### config.mk
export PLATFORM = sky130hd
export DESIGN_NAME = pc_unit
export DESIGN_NICKNAME = d
export VERILOG_FILES = /design/src/rtl/pc_unit.sv
export SDC_FILE = /design/constraint.sdc
export NUM_CORES = 1
export LEC_CHECK = 0
export ABC_AREA = 1
export ABC_CLOCK_PERIOD_IN_PS = 3500
export CORE_ASPECT_RATIO = 1.4
export CORE_MARGIN = 2
export CORE_UTILIZATION = 33
export DETAILED_ROUTE_END_ITERATION = 12
export SLEW_MARGIN = 20
export SYNTH_ARGS = -nofsm -noshare
export SYNTH_HDL_FRONTEND = slang
export SYNTH_SLANG_ARGS = --single-unit
export TNS_END_PERCENT = 30
### constraint.sdc
create_clock -name clk -period 3.5 [get_ports clk]
set_clock_uncertainty 0.1 [all_clocks]
set_input_delay 0.525 -clock clk [delete_from_list [all_inputs] [get_ports clk]]
set_output_delay 0.525 -clock clk [all_outputs]
set_load 0.03 [all_outputs]
### src/rtl/pc_unit.sv
// rtl/pc_unit.sv - MIPS fetch-stage program counter with prioritised next-PC select,
// misaligned-target fault state and a circular history of retired PC values.
module pc_unit #(
  parameter int               WIDTH      = 32,
  parameter logic [WIDTH-1:0] RESET_VEC  = '0,
  parameter logic [WIDTH-1:0] EXC_VEC    = WIDTH'(4),
  parameter int               INC        = 4,
  parameter int               HIST_DEPTH = 4,
  localparam int              IW         = $clog2(HIST_DEPTH)
) (
  input  logic             clk,
  input  logic             rst,
  input  logic             stall,
  input  logic             exc,
  input  logic             eret,
  input  logic [WIDTH-1:0] epc_in,
  input  logic             redirect,
  input  logic [WIDTH-1:0] redirect_pc,
  output logic [WIDTH-1:0] pc,
  output logic             pc_valid,
  output logic             fault,
  input  logic [IW-1:0]    hist_idx,
  output logic [WIDTH-1:0] hist_pc,
  output logic [IW:0]      hist_cnt
);

  typedef enum logic [1:0] {BOOT, RUN, FAULT} state_t;

  localparam logic [IW:0] CNT_MAX = (IW+1)'(HIST_DEPTH);

  state_t           state;
  logic [WIDTH-1:0] run_tgt;
  logic             run_misalign;
  logic             push;
  logic [IW-1:0]    wp;
  logic [WIDTH-1:0] hist_mem [HIST_DEPTH];

  // Next PC while running; eret/redirect targets are the only ones alignment-checked.
  always_comb begin
    run_tgt      = pc + WIDTH'(INC);
    run_misalign = 1'b0;
    if (exc) begin
      run_tgt = EXC_VEC;
    end else if (eret) begin
      run_tgt      = epc_in;
      run_misalign = (epc_in[1:0] != 2'b00);
    end else if (redirect) begin
      run_tgt      = redirect_pc;
      run_misalign = (redirect_pc[1:0] != 2'b00);
    end else if (stall) begin
      run_tgt = pc;
    end
  end

  assign push = (state == RUN) && !run_misalign && (run_tgt != pc);

  always_ff @(posedge clk or posedge rst) begin
    if (rst) begin
      state    <= BOOT;
      pc       <= RESET_VEC;
      pc_valid <= 1'b0;
      fault    <= 1'b0;
      wp       <= '0;
      hist_cnt <= '0;
    end else begin
      case (state)
        BOOT: begin
          state    <= RUN;
          pc_valid <= 1'b1;
        end
        RUN: begin
          if (run_misalign) begin
            state    <= FAULT;
            fault    <= 1'b1;
            pc_valid <= 1'b0;
          end else begin
            pc <= run_tgt;
          end
        end
        FAULT: begin
          if (exc) begin
            state    <= RUN;
            pc       <= EXC_VEC;
            fault    <= 1'b0;
            pc_valid <= 1'b1;
          end
        end
        default: state <= BOOT;
      endcase
      if (push) begin
        wp <= wp + IW'(1);
        if (hist_cnt != CNT_MAX) hist_cnt <= hist_cnt + 1'b1;
      end
    end
  end

  // History storage carries no reset; stale entries are masked by hist_cnt.
  always_ff @(posedge clk) begin
    if (push) hist_mem[wp] <= pc;
  end

  assign hist_pc = hist_mem[wp - IW'(1) - hist_idx];

endmodule

# After elaboration in Yosys (flattened, before gate mapping)
# Memories as Yosys holds them, arrays and structs flattened.
# Cells that the tools add are included.
classes:
  n_mul: 0
  addsub: 5
  n_lt_le_gt_ge: 0
  n_div: 0
  shifts: 0
  n_reduce_logical: 13
  mux: 21
  bitwise_logic: 0
  eq_ne: 7
ops:
  columns: ["operator", "count"]
  rows:
  - ["$mux 32", 6]
  - ["$pmux 32 s2", 1]
  - ["$add 32x3->32 const B", 1]
  - ["$ne 32x32->1", 1]
  - ["$mux 1", 9]
  - ["$reduce_and 3->1", 3]
  - ["$ne 2x2->1 const B", 3]
  - ["$pmux 2 s3", 1]
  - ["$reduce_bool 2->1", 3]
  - ["$mux 2", 2]
  - ["$reduce_and 2->1", 2]
  - ["$add 3x1->3 const B", 1]
  - ["$ne 3x3->1 const B", 1]
  - ["$pmux 1 s3", 1]
  - ["$reduce_bool 3->1", 1]
  - ["$add 2x1->2 const B", 1]
  - ["$eq 2x1->1 const B", 1]
  - ["$eq 2x2->1 const B", 1]
  - ["$logic_and 1x1->1", 2]
  - ["$logic_not 2->1", 1]
  - ["$pmux 1 s2", 1]
  - ["$sub 2x1->2 const B", 1]
  - ["$sub 2x2->2", 1]
  - ["$logic_not 1->1", 1]
totals:
  latchBits: 0
  rom_bits: 0
  ramBits: 128
  memories: 1
  regBits: 41
mem_list:
  columns: ["memory", "depth", "word_bits", "rd", "rd_clocked_by_memory_dff", "write_ports", "line_no", "text"]
  rows:
  - ["hist_mem", 4, 32, 1, 0, 1, "36", "logic [WIDTH-1:0] hist_mem [HIST_DEPTH];"]

# Depth between registers and ports, before layout
# Gate-level depths: netlist of the first run.
depth:
  depth_word: 9
  depth_mapped: 21
  ltp_nobuf: 21

# Least setup slack after synthesis of the first run
# Ideal clock, no wire load.
synth_timing:
  path_kind: "reg2reg"
  start: "register pc[3]"
  end: "memory hist_mem[0][0] (enable)"
  arrival_ns: 3.534
  setup_time_ns: 0.421
  slack_ns: -0.555
  n_path_buf: 0
  path_stages_with_launch: 20
  cell_sequence: "dfrtp_1 > ha_1 > inv_1 > nor2_2 > nand3_2 > nor2_4 > nand2_1 > nand2_1 > nand2_1 > nand2_1 > nand2_1 > nand2_1 > nand2_1 > o21ai_0 > nor2_1 > nand2_1 > nor2_2 > nand2_4 > nand2_4 > nor2_1"
synth_between:
  elab_chain_cells: 9
synth_rtl:
  columns: ["element", "line_no", "text"]
  rows:
  - ["start: declaration", "19", "output logic [WIDTH-1:0] pc,"]
  - ["start signal: assignment", "77", "pc <= run_tgt;"]
  - ["$add 32x3->32", "40", "run_tgt = pc + WIDTH'(INC);"]
  - ["$mux 32", "50", "end else if (stall) begin"]
  - ["$mux 32", "47", "end else if (redirect) begin"]
  - ["$mux 32", "44", "end else if (eret) begin"]
  - ["$mux 32", "42", "if (exc) begin"]
  - ["$ne 32x32->1 (*)", "55", "assign push = (state == RUN) && !run_misalign && (run_tgt != pc);"]
  - ["$logic_and 1x1->1 (*)", "55", null]
  - ["$mux 1 (*)", "99", "if (push) hist_mem[wp] <= pc;"]
  - ["$mux 1 (implied by the code) (*)", "99", null]
  - ["end: declaration", "36", null]
# Mark *: on every way between the ends. The rest lies on a longest branch, timed or not.

# Worst setup path in the final report of the first run
layout_timing:
  start: "input hist_idx[0]"
  end: "output hist_pc[13]"
layout_between:
  elab_chain_cells: 2
layout_rtl:
  columns: ["element", "line_no", "text"]
  rows:
  - ["start: declaration", "22", "input logic [IW-1:0] hist_idx,"]
  - ["$sub 2x2->2", "102", "assign hist_pc = hist_mem[wp - IW'(1) - hist_idx];"]
  - ["$mem_v2 4x32", null, null]
  - ["end: declaration", "23", "output logic [WIDTH-1:0] hist_pc,"]
# Every way passes these cells.

==> run summary, run 1 <==
The run finished with clean final reports. The area of placed instances was 0.0110 mm²; the transition at the pin with the smallest max-transition slack was 0.595 ns. Summing all non-filler instances in the final layout gives an area of 0.0116 mm².

For the finished layout, the period the worst path requires is 3.39 ns. The I/O pin count was 141; the routability congestion estimate was 0.885. In this run the power density over the cells is 874 mW/mm². Port buffering added 140 buffers. After synthesis the netlist holds a flip-flop and latch count of 169.

Counting every instance in the synthesized netlist gives 969. For the filler-free cell count of the finished design, the log shows 1513. Setup violations remaining at the end of the flow were counted as 0. The count of nets left with antenna violations once routing finished came out at 0.

The tools report the total clock sinks as 169. The synthesized area divided by synthesized cell count was 9.20 µm²; the largest voltage drop on the vdd net was 0.448 mV. The highest fanout seen on the critical path is 7. The die is 143 µm wide.

The number of max-slew violations in the final report is 0. The launch point of the worst reg-to-reg path was pc[4]$_DFFE_PP0P_. Cell with the largest stage delay on the worst path: clkdlybuf4s50_1. Max-cap violations in this run came to 0. Sorting the synthesized cells by how often they occur yields 239 x nand2_1, 128 x edfxtp_1, 101 x nor2_1, 70 x nand3_1, 68 x inv_1. After clock tree synthesis, the flow added hold-fix buffers numbering 0.

The internal portion of the total power is 0.00567 W. For the power dissipated by switching net loads, the log shows 0.00445 W. The run gives 0.0284 mm² as the die area. The type of destination of the critical path was a primary output. The critical path is of the input pin to primary output type. Setup repair after global routing left no endpoint under its margin. The clock-pin slew on the worst setup and hold paths is 0.07 ns, and the average detailed-routed wire length per instance is 17.0 µm. For this run, asynchronously set or reset flops after synthesis account for 24.3%. From bottom edge to top edge, the die measures 198 µm. Summed over all instances, the cell type with the most area after synthesis is edfxtp_1. After legalization and detailed placement, the total HPWL measured 18.6 mm. The run gives 0 as the overall overflow remaining after global route.

The tools report the critical path launch point as hist_idx[0]. For the pin count of the biggest net entering global routing, the log shows 57. The run gives 35 as the count of different cell masters after synthesis. In the routed design, unresolved DRC markers number 0. The worst stage delay on the critical path was 0.69 ns. Wires add up to 25.7 mm.

The ratio of cells with drive above 1 in the final layout was 15.9%. The tools report the area of the placeable core as 0.0267 mm². The tools report the number of design-rule violations left by the first detailed-router iteration as 582.

The number of antenna diodes in the final layout is 0. Of the total power, combinational logic draws 49.0%. The worst hold path belongs to the class register to register.

Once the floorplan was initialized, standard cells occupied 33.3% of the core. Traced cell by cell, the critical path runs through clkdlybuf4s50_1, inv_1, ha_2, xnor2_1, buf_4, xor2_4, o211ai_1, o21ai_0, clkdlybuf4s50_1. Number of nets in the layout: 1215. The tools report the length of the first detailed-routing pass in iterations as 6.

The routed layout has 7536 vias. The worst hold path begins at fault$_DFFE_PP0P_. The clock passes through at most 2 buffers. For the required arrival time at the worst endpoint, the log shows 2.87 ns. For this design the static power due to leakage is 4.53 nW.

After floorplanning, the core was divided into 71 placement rows. Global routing consumed, over all layers together, 18.4% of the routing resources. The combined area of all synthesized cells was 0.00891 mm².

Timing would allow up to 295 MHz. TritonCTS built the clock tree. The number of failing hold endpoints at the final stage is 0. The run gives 33.3% as the part of the total power dissipated in sequential elements. Yosys printed 0 warnings. Buffers added to address setup during post-CTS repair amount to 0. For the worst setup path, the data arrival time is 2.77 ns.

The worst setup path is launched from an input pin. Summing the sequential cell areas from Yosys gives 54.6% of the chip area. Number of antenna violations at the first check in global routing: 0. The cell occurring most often along the worst timing path was clkdlybuf4s50_1. Yosys instantiated no cell more often than nand2_1.

Per report_power, the clock group accounts for 17.6% of the total. Ranked by total cell area, the synthesized netlist is headed by edfxtp_1 43%, dfrtp_1 12%, nand2_1 10%. The clock root buffer was clkbuf_16. Total placed cells including tap cells: 1481. Synthesis produced a netlist with a net count of 1049.

Setup slack on the worst reg-to-reg path comes out at 0.39 ns. Counting the buffers created by CTS gives 17. The worst pin sits at a relative slew slack of 60.3%. The via count of the first global-routing pass is 7374, and the relative area change from synthesis to final layout is 29.9%. Measured on the finished design, the core utilization comes to 43.3%. The fraction of synthesized cell area taken by the top area cell type is 43.1%. The insertion delay to the later sink of the worst-skew pair came out at 0.44 ns. The synthesized design contains 128 enable-type register cells. The switching part of the total is 44.0%, and the smallest hold slack is 0.407 ns. The first global-routing pass estimated 39.5 mm of wire. Final clock period utilization by the worst path: 97.0%.

The top flip-flop cell by instance count after synthesis is edfxtp_1. The tools report the H-tree depth as 4. After detailed routing, the number of vias per cell comes to 4.98.
[through the flow]
stage / power (W) / setup WS (ns) / setup TNS [ns]
5_1_grt: 0.0107 / 0.00333 / 0
6_report: 0.0101 / 0.105 / 0
3_5_place_dp: 0.00841 / 0.0473 / 0
2_1_floorplan: 0.00624 / -0.0314 / -4.02
4_1_cts: 0.0102 / 0.0509 / 0
3_3_place_gp: 0.00835 / 0.0768 / 0
[worst paths after layout]
kind | end | cells after the start
worst max-delay path | hist_pc[13] | 9
worst min-delay path | fault$_DFFE_PP0P_ | 2
worst max register to register | hist_mem[0][2]$_DFFE_PP_ | 15
worst min register to register | fault$_DFFE_PP0P_ | 2
max in group asynchronous | pc[9]$_DFFE_PP0P_ | 3
min in group asynchronous | hist_cnt[2]$_DFFE_PP0P_ | 3
[registers in the layout, summed over array words and instances (netlist names)]
register,cells
wp,2
hist_cnt,3
hist_mem,128
state,2
pc,32
pc_valid,1
fault,1
[worst max-delay path, delay by kind of cell]
family | cells | cell delay (ns)
xor+xnor | 2 | 0.40
fa+ha+maj | 1 | 0.18
buf+inv | 4 | 1.44
compound gates | 2 | 0.23
[logic make-up after synthesis]
| family | share of synthesized area, % |
|---|---|
| mux | 3.59 |
| xor+xnor | 0.983 |
| compound gates | 9.35 |
| fa+ha+maj | 1.12 |
| buf+inv | 5.04 |
| simple gates | 25.3 |
| flops | 54.6 |
[power by group through the flow]
stage / Combinational (W) / Sequential (W) / Clock, W
6_report: 0.00496 / 0.00337 / 0.00179
5_1_grt: 0.00536 / 0.00345 / 0.00189
4_1_cts: 0.00501 / 0.00337 / 0.00182
3_5_place_dp: 0.00500 / 0.00341 / 0
3_3_place_gp: 0.00495 / 0.00340 / 0
2_1_floorplan: 0.00267 / 0.00357 / 0
[placed cells by master, fill, tap and decap left out, types with 3 or more instances in the layout]
cell type / count
clkbuf_16: 17
nor3_1: 3
nor2_2: 14
dfrtp_1: 41
ha_1: 7
edfxtp_1: 128
o211ai_1: 34
nand2_1: 239
nand3_2: 3
clkdlybuf4s50_1: 109
nand2_2: 8
xor2_1: 8
mux2i_1: 32
nor2_1: 97
clkinvlp_4: 4
buf_12: 9
nand4_1: 13
buf_4: 68
nor2_4: 7
o21ai_0: 43
inv_6: 4
a21oi_1: 34
nand3_1: 70
inv_1: 68
o22ai_1: 28
or2_2: 36
[final cells by class]
type / count / area, µm²
fillers: 2573 / 15200
flip-flops and latches: 169 / 4870
multi-input cells: 689 / 3630
repair buffers: 188 / 1810
well taps: 365 / 457
clock buffers: 19 / 433
inverters: 70 / 263
clock inverters: 13 / 121
[per-layer routing]
metal  vias up  GRT usage [%]  wire length (µm)  share of wire [%]
met5         -              0                 0                  0
li1       3647              -                 -                  -
met2       262           32.9             13400                 52
met3        42           3.06              1450                5.6
met4         0           7.19               741                2.9
met1      3585           21.8             10100                 39
[what timing repair did]
action                     4_1_cts  5_1_grt
gates resized for setup          0        2
hold endpoints to repair         0        0
setup endpoints to repair        0        2
No activity file was read; power rests on OpenSTA's default activity.
==> run 2: changes to the inputs <==
Settings changed: CORE_UTILIZATION 33 to 35.
==> run summary, run 2 (synthesized netlist as in run 1, its figures left out) <==
The area of the placeable core was 0.0252 mm² (was 0.0267 mm²); the largest voltage drop on the vdd net was 0.416 mV (was 0.448 mV). The number of failing hold endpoints at the final stage is 0 (unchanged), and the remaining max-slew budget at the tightest pin is 60.8% (was 60.3%). The endpoint of the lowest-slack register-to-register path was hist_mem[2][5]$_DFFE_PP_ (was hist_mem[0][2]$_DFFE_PP_). TritonCTS built the clock tree. The tools report the pin count of the biggest net entering global routing as 42 (was 57).

The flip-flop count of the largest register, all copies and words added came out at 128 (unchanged). The area of placed instances is 0.0109 mm² (was 0.0110 mm²). The routability congestion estimate was 0.947 (was 0.885); the starting utilization of the core area was 35.4% (was 33.3%). The run gives 0 (unchanged) as the diode insertion count for antenna repair. The total clock sinks was 169 (unchanged); the H-tree depth was 4 (unchanged).

Worst-case clock buffer depth: 2 (unchanged). The worst stage delay on the critical path works out to 0.50 ns (was 0.69 ns). Transition at the pin with the smallest max-transition slack: 0.588 ns (was 0.595 ns).

The number of placement rows is 69 (was 71). The kind of start point of the critical path was an input pin (unchanged). The run gives 0 (unchanged) as the remaining antenna violation count after routing. The type of destination of the critical path was a primary output (unchanged). Registers with the most flip-flops: hist_mem x128, pc x32, hist_cnt x3 (unchanged).

The run gives 0 (unchanged) as the number of max-slew violations in the final report. The DRC violation count after routing was 0 (unchanged); the ratio of cells with drive above 1 in the final layout was 15.4% (was 15.9%). The highest fanout seen on the critical path was 35 (was 7); the clock-pin slew on the worst setup and hold paths was 0.07 ns (about the same). The number of nets in the layout is 1209 (was 1215), and the width of the die is 139 µm (was 143 µm). Total of buffers placed on input and output ports: 140 (unchanged). Leakage power of the design: 4.53 nW (about the same).

The die area is 0.0268 mm² (was 0.0284 mm²). Worst-case setup margin in the final layout: 0.190 ns (was 0.105 ns). The cell with the largest stage delay on the worst path is clkdlybuf4s50_1 (unchanged).

The via density per instance is 5.13 (was 4.98), and the relative area change from synthesis to final layout is 28.8% (was 29.9%). I/O pin count: 141 (unchanged). Cell chain of the critical path: clkdlybuf4s50_1, inv_1, ha_2, xnor2_1, buf_4, xor2_4, buf_6, o211ai_1, o21ai_0, buf_4 (was clkdlybuf4s50_1, inv_1, ha_2, xnor2_1, buf_4, xor2_4, o211ai_1, o21ai_0, clkdlybuf4s50_1).

Cell occurring most often along the worst timing path: buf_4 (was clkdlybuf4s50_1). Number of antenna violations at the first check in global routing: 0 (unchanged). Power per unit of standard cell area: 885 mW/mm² (was 874 mW/mm²). The run gives 0 (unchanged) as the post-CTS setup repair buffer count. The run finished with clean final reports. The run gives 7493 (was 7536) as the routed via count. The top register by number of flip-flops was hist_mem (unchanged). The tools report the post-cts gate resize count as 0 (unchanged). For the via count of the first global-routing pass, the log shows 7279 (was 7374). The max capacitance violation total was 0 (unchanged); the length in cells of the worst reg-to-reg path was 15 (unchanged). The tools report the launch point of the worst reg-to-reg path as pc[10]$_DFFE_PP0P_ (was pc[4]$_DFFE_PP0P_). The setup slack of the most critical reg-to-reg path was 0.30 ns (was 0.39 ns); the worst slack after detailed placement was -0.0225 ns (was 0.0473 ns).

Setup repair after global routing left no endpoint under its margin. The die extent in y was 193 µm (was 198 µm); the HPWL reported at the end of detailed placement was 18.4 mm (was 18.6 mm). For the overall track demand over capacity in global routing, the log shows 18.9% (was 18.4%). Highest-count cells in the layout ignoring fill and taps: 239 x nand2_1, 128 x edfxtp_1, 108 x clkdlybuf4s50_1, 97 x nor2_1, 70 x nand3_1 (was 239 x nand2_1, 128 x edfxtp_1, 109 x clkdlybuf4s50_1, 97 x nor2_1, 70 x nand3_1). Clock root buffer: clkbuf_16 (unchanged). The required arrival time at the worst endpoint is 2.87 ns (about the same).

For the final instance area, the log shows 0.0115 mm² (was 0.0116 mm²). The final clock period utilization by the worst path works out to 94.6% (was 97.0%). The type of the worst min-delay path is register to register (unchanged).

The critical path launch point is hist_idx[0] (unchanged). The number of design-rule violations left by the first detailed-router iteration is 537 (was 582), and the number of endpoints failing setup at the final stage is 0 (unchanged). The overall overflow remaining after global route came out at 0 (unchanged). The most frequent standard cell in the layout excluding fill and tap cells was nand2_1 (unchanged). The tools report the insertion delay to the later sink of the worst-skew pair as 0.42 ns (was 0.44 ns). The run gives 39.0 mm (was 39.5 mm) as the wire length of the first global-routing pass. Last element of the critical path: hist_pc[19] (was hist_pc[13]).

The length of the first detailed-routing pass in iterations is 5 (was 6). The average detailed-routed wire length per instance was 17.3 µm (was 17.0 µm). The number of buffers created by CTS was 17 (unchanged); the count of hold-fix buffers inserted at cts was 0 (unchanged). The fmax is 302 MHz (was 295 MHz).

Type of the worst setup path: input pin to primary output (unchanged). The post-layout minimum cycle time was 3.31 ns (was 3.39 ns); the count of filler cells inserted in the layout was 2375 (was 2573). The wire length after detailed routing was 25.3 mm (was 25.7 mm). For the worst endpoint data arrival time, the log shows 2.69 ns (was 2.77 ns).
-- run 2: per-layer routing --
metal	routed length, µm	part of all wire (%)	GRT usage [%]
met4	909	3.6	8.82
met2	13100	52	33.6
met1	10200	40	22.6
met3	1110	4.4	2.73
met5	0	0	0
-- run 2: how the worst min path moves through the flow --
stage,cells past startpoint,end,start,slack (ns)
floorplan,2,wp[1]$_DFFE_PP0P_,wp[1]$_DFFE_PP0P_,0.39
global placement,2,fault$_DFFE_PP0P_,fault$_DFFE_PP0P_,0.39
detailed placement,2,fault$_DFFE_PP0P_,fault$_DFFE_PP0P_,0.38
CTS,2,fault$_DFFE_PP0P_,fault$_DFFE_PP0P_,0.41
global route,2,fault$_DFFE_PP0P_,fault$_DFFE_PP0P_,0.42
finish,2,fault$_DFFE_PP0P_,fault$_DFFE_PP0P_,0.40
-- run 2: cell type report --
class / instances / area [µm²] / area share (%)
clock buffer: 18 / 429 / 3.74
clock inverter: 14 / 154 / 1.34
inverter: 70 / 263 / 2.29
multi-input combinational: 689 / 3630 / 31.6
sequential: 169 / 4870 / 42.4
tap: 319 / 399 / 3.48
timing repair buffer: 182 / 1740 / 15.2
-- run 2: stage by stage --
| stage | TNS (ns) | cells | power (W) | hold slack [ns] | utilization [%] |
|---|---|---|---|---|---|
| after floorplan | -4.02 | 969 | 0.00624 | 0.392 | - |
| after global placement | 0 | 1429 | 0.00833 | 0.390 | 43.2 |
| after detailed placement | -0.409 | 1429 | 0.00838 | 0.385 | 43.2 |
| after CTS | 0 | 1461 | 0.0103 | 0.405 | 45.5 |
| after global routing | 0 | 1461 | 0.0108 | 0.418 | 45.6 |
| final | 0 | 1461 | 0.0102 | 0.402 | 45.6 |
-- run 2: critical path, delay by kind of cell --
kind,cells,cell delay (ns)
AO/OA/AOI/OAI,2,0.29
XOR/XNOR,2,0.42
adder cells (fa/ha/maj),1,0.18
buffers and inverters,5,1.25
-- run 2: report_power, final --
part | switching (W) | internal (W) | total [W] | leakage (nW)
clock network | 0.000756 | 0.00111 | 0.00187 | 0.279
logic | 0.00308 | 0.00184 | 0.00492 | 2.54
registers | 0.000547 | 0.00284 | 0.00338 | 1.72
total | 0.00438 | 0.00579 | 0.0102 | 4.53
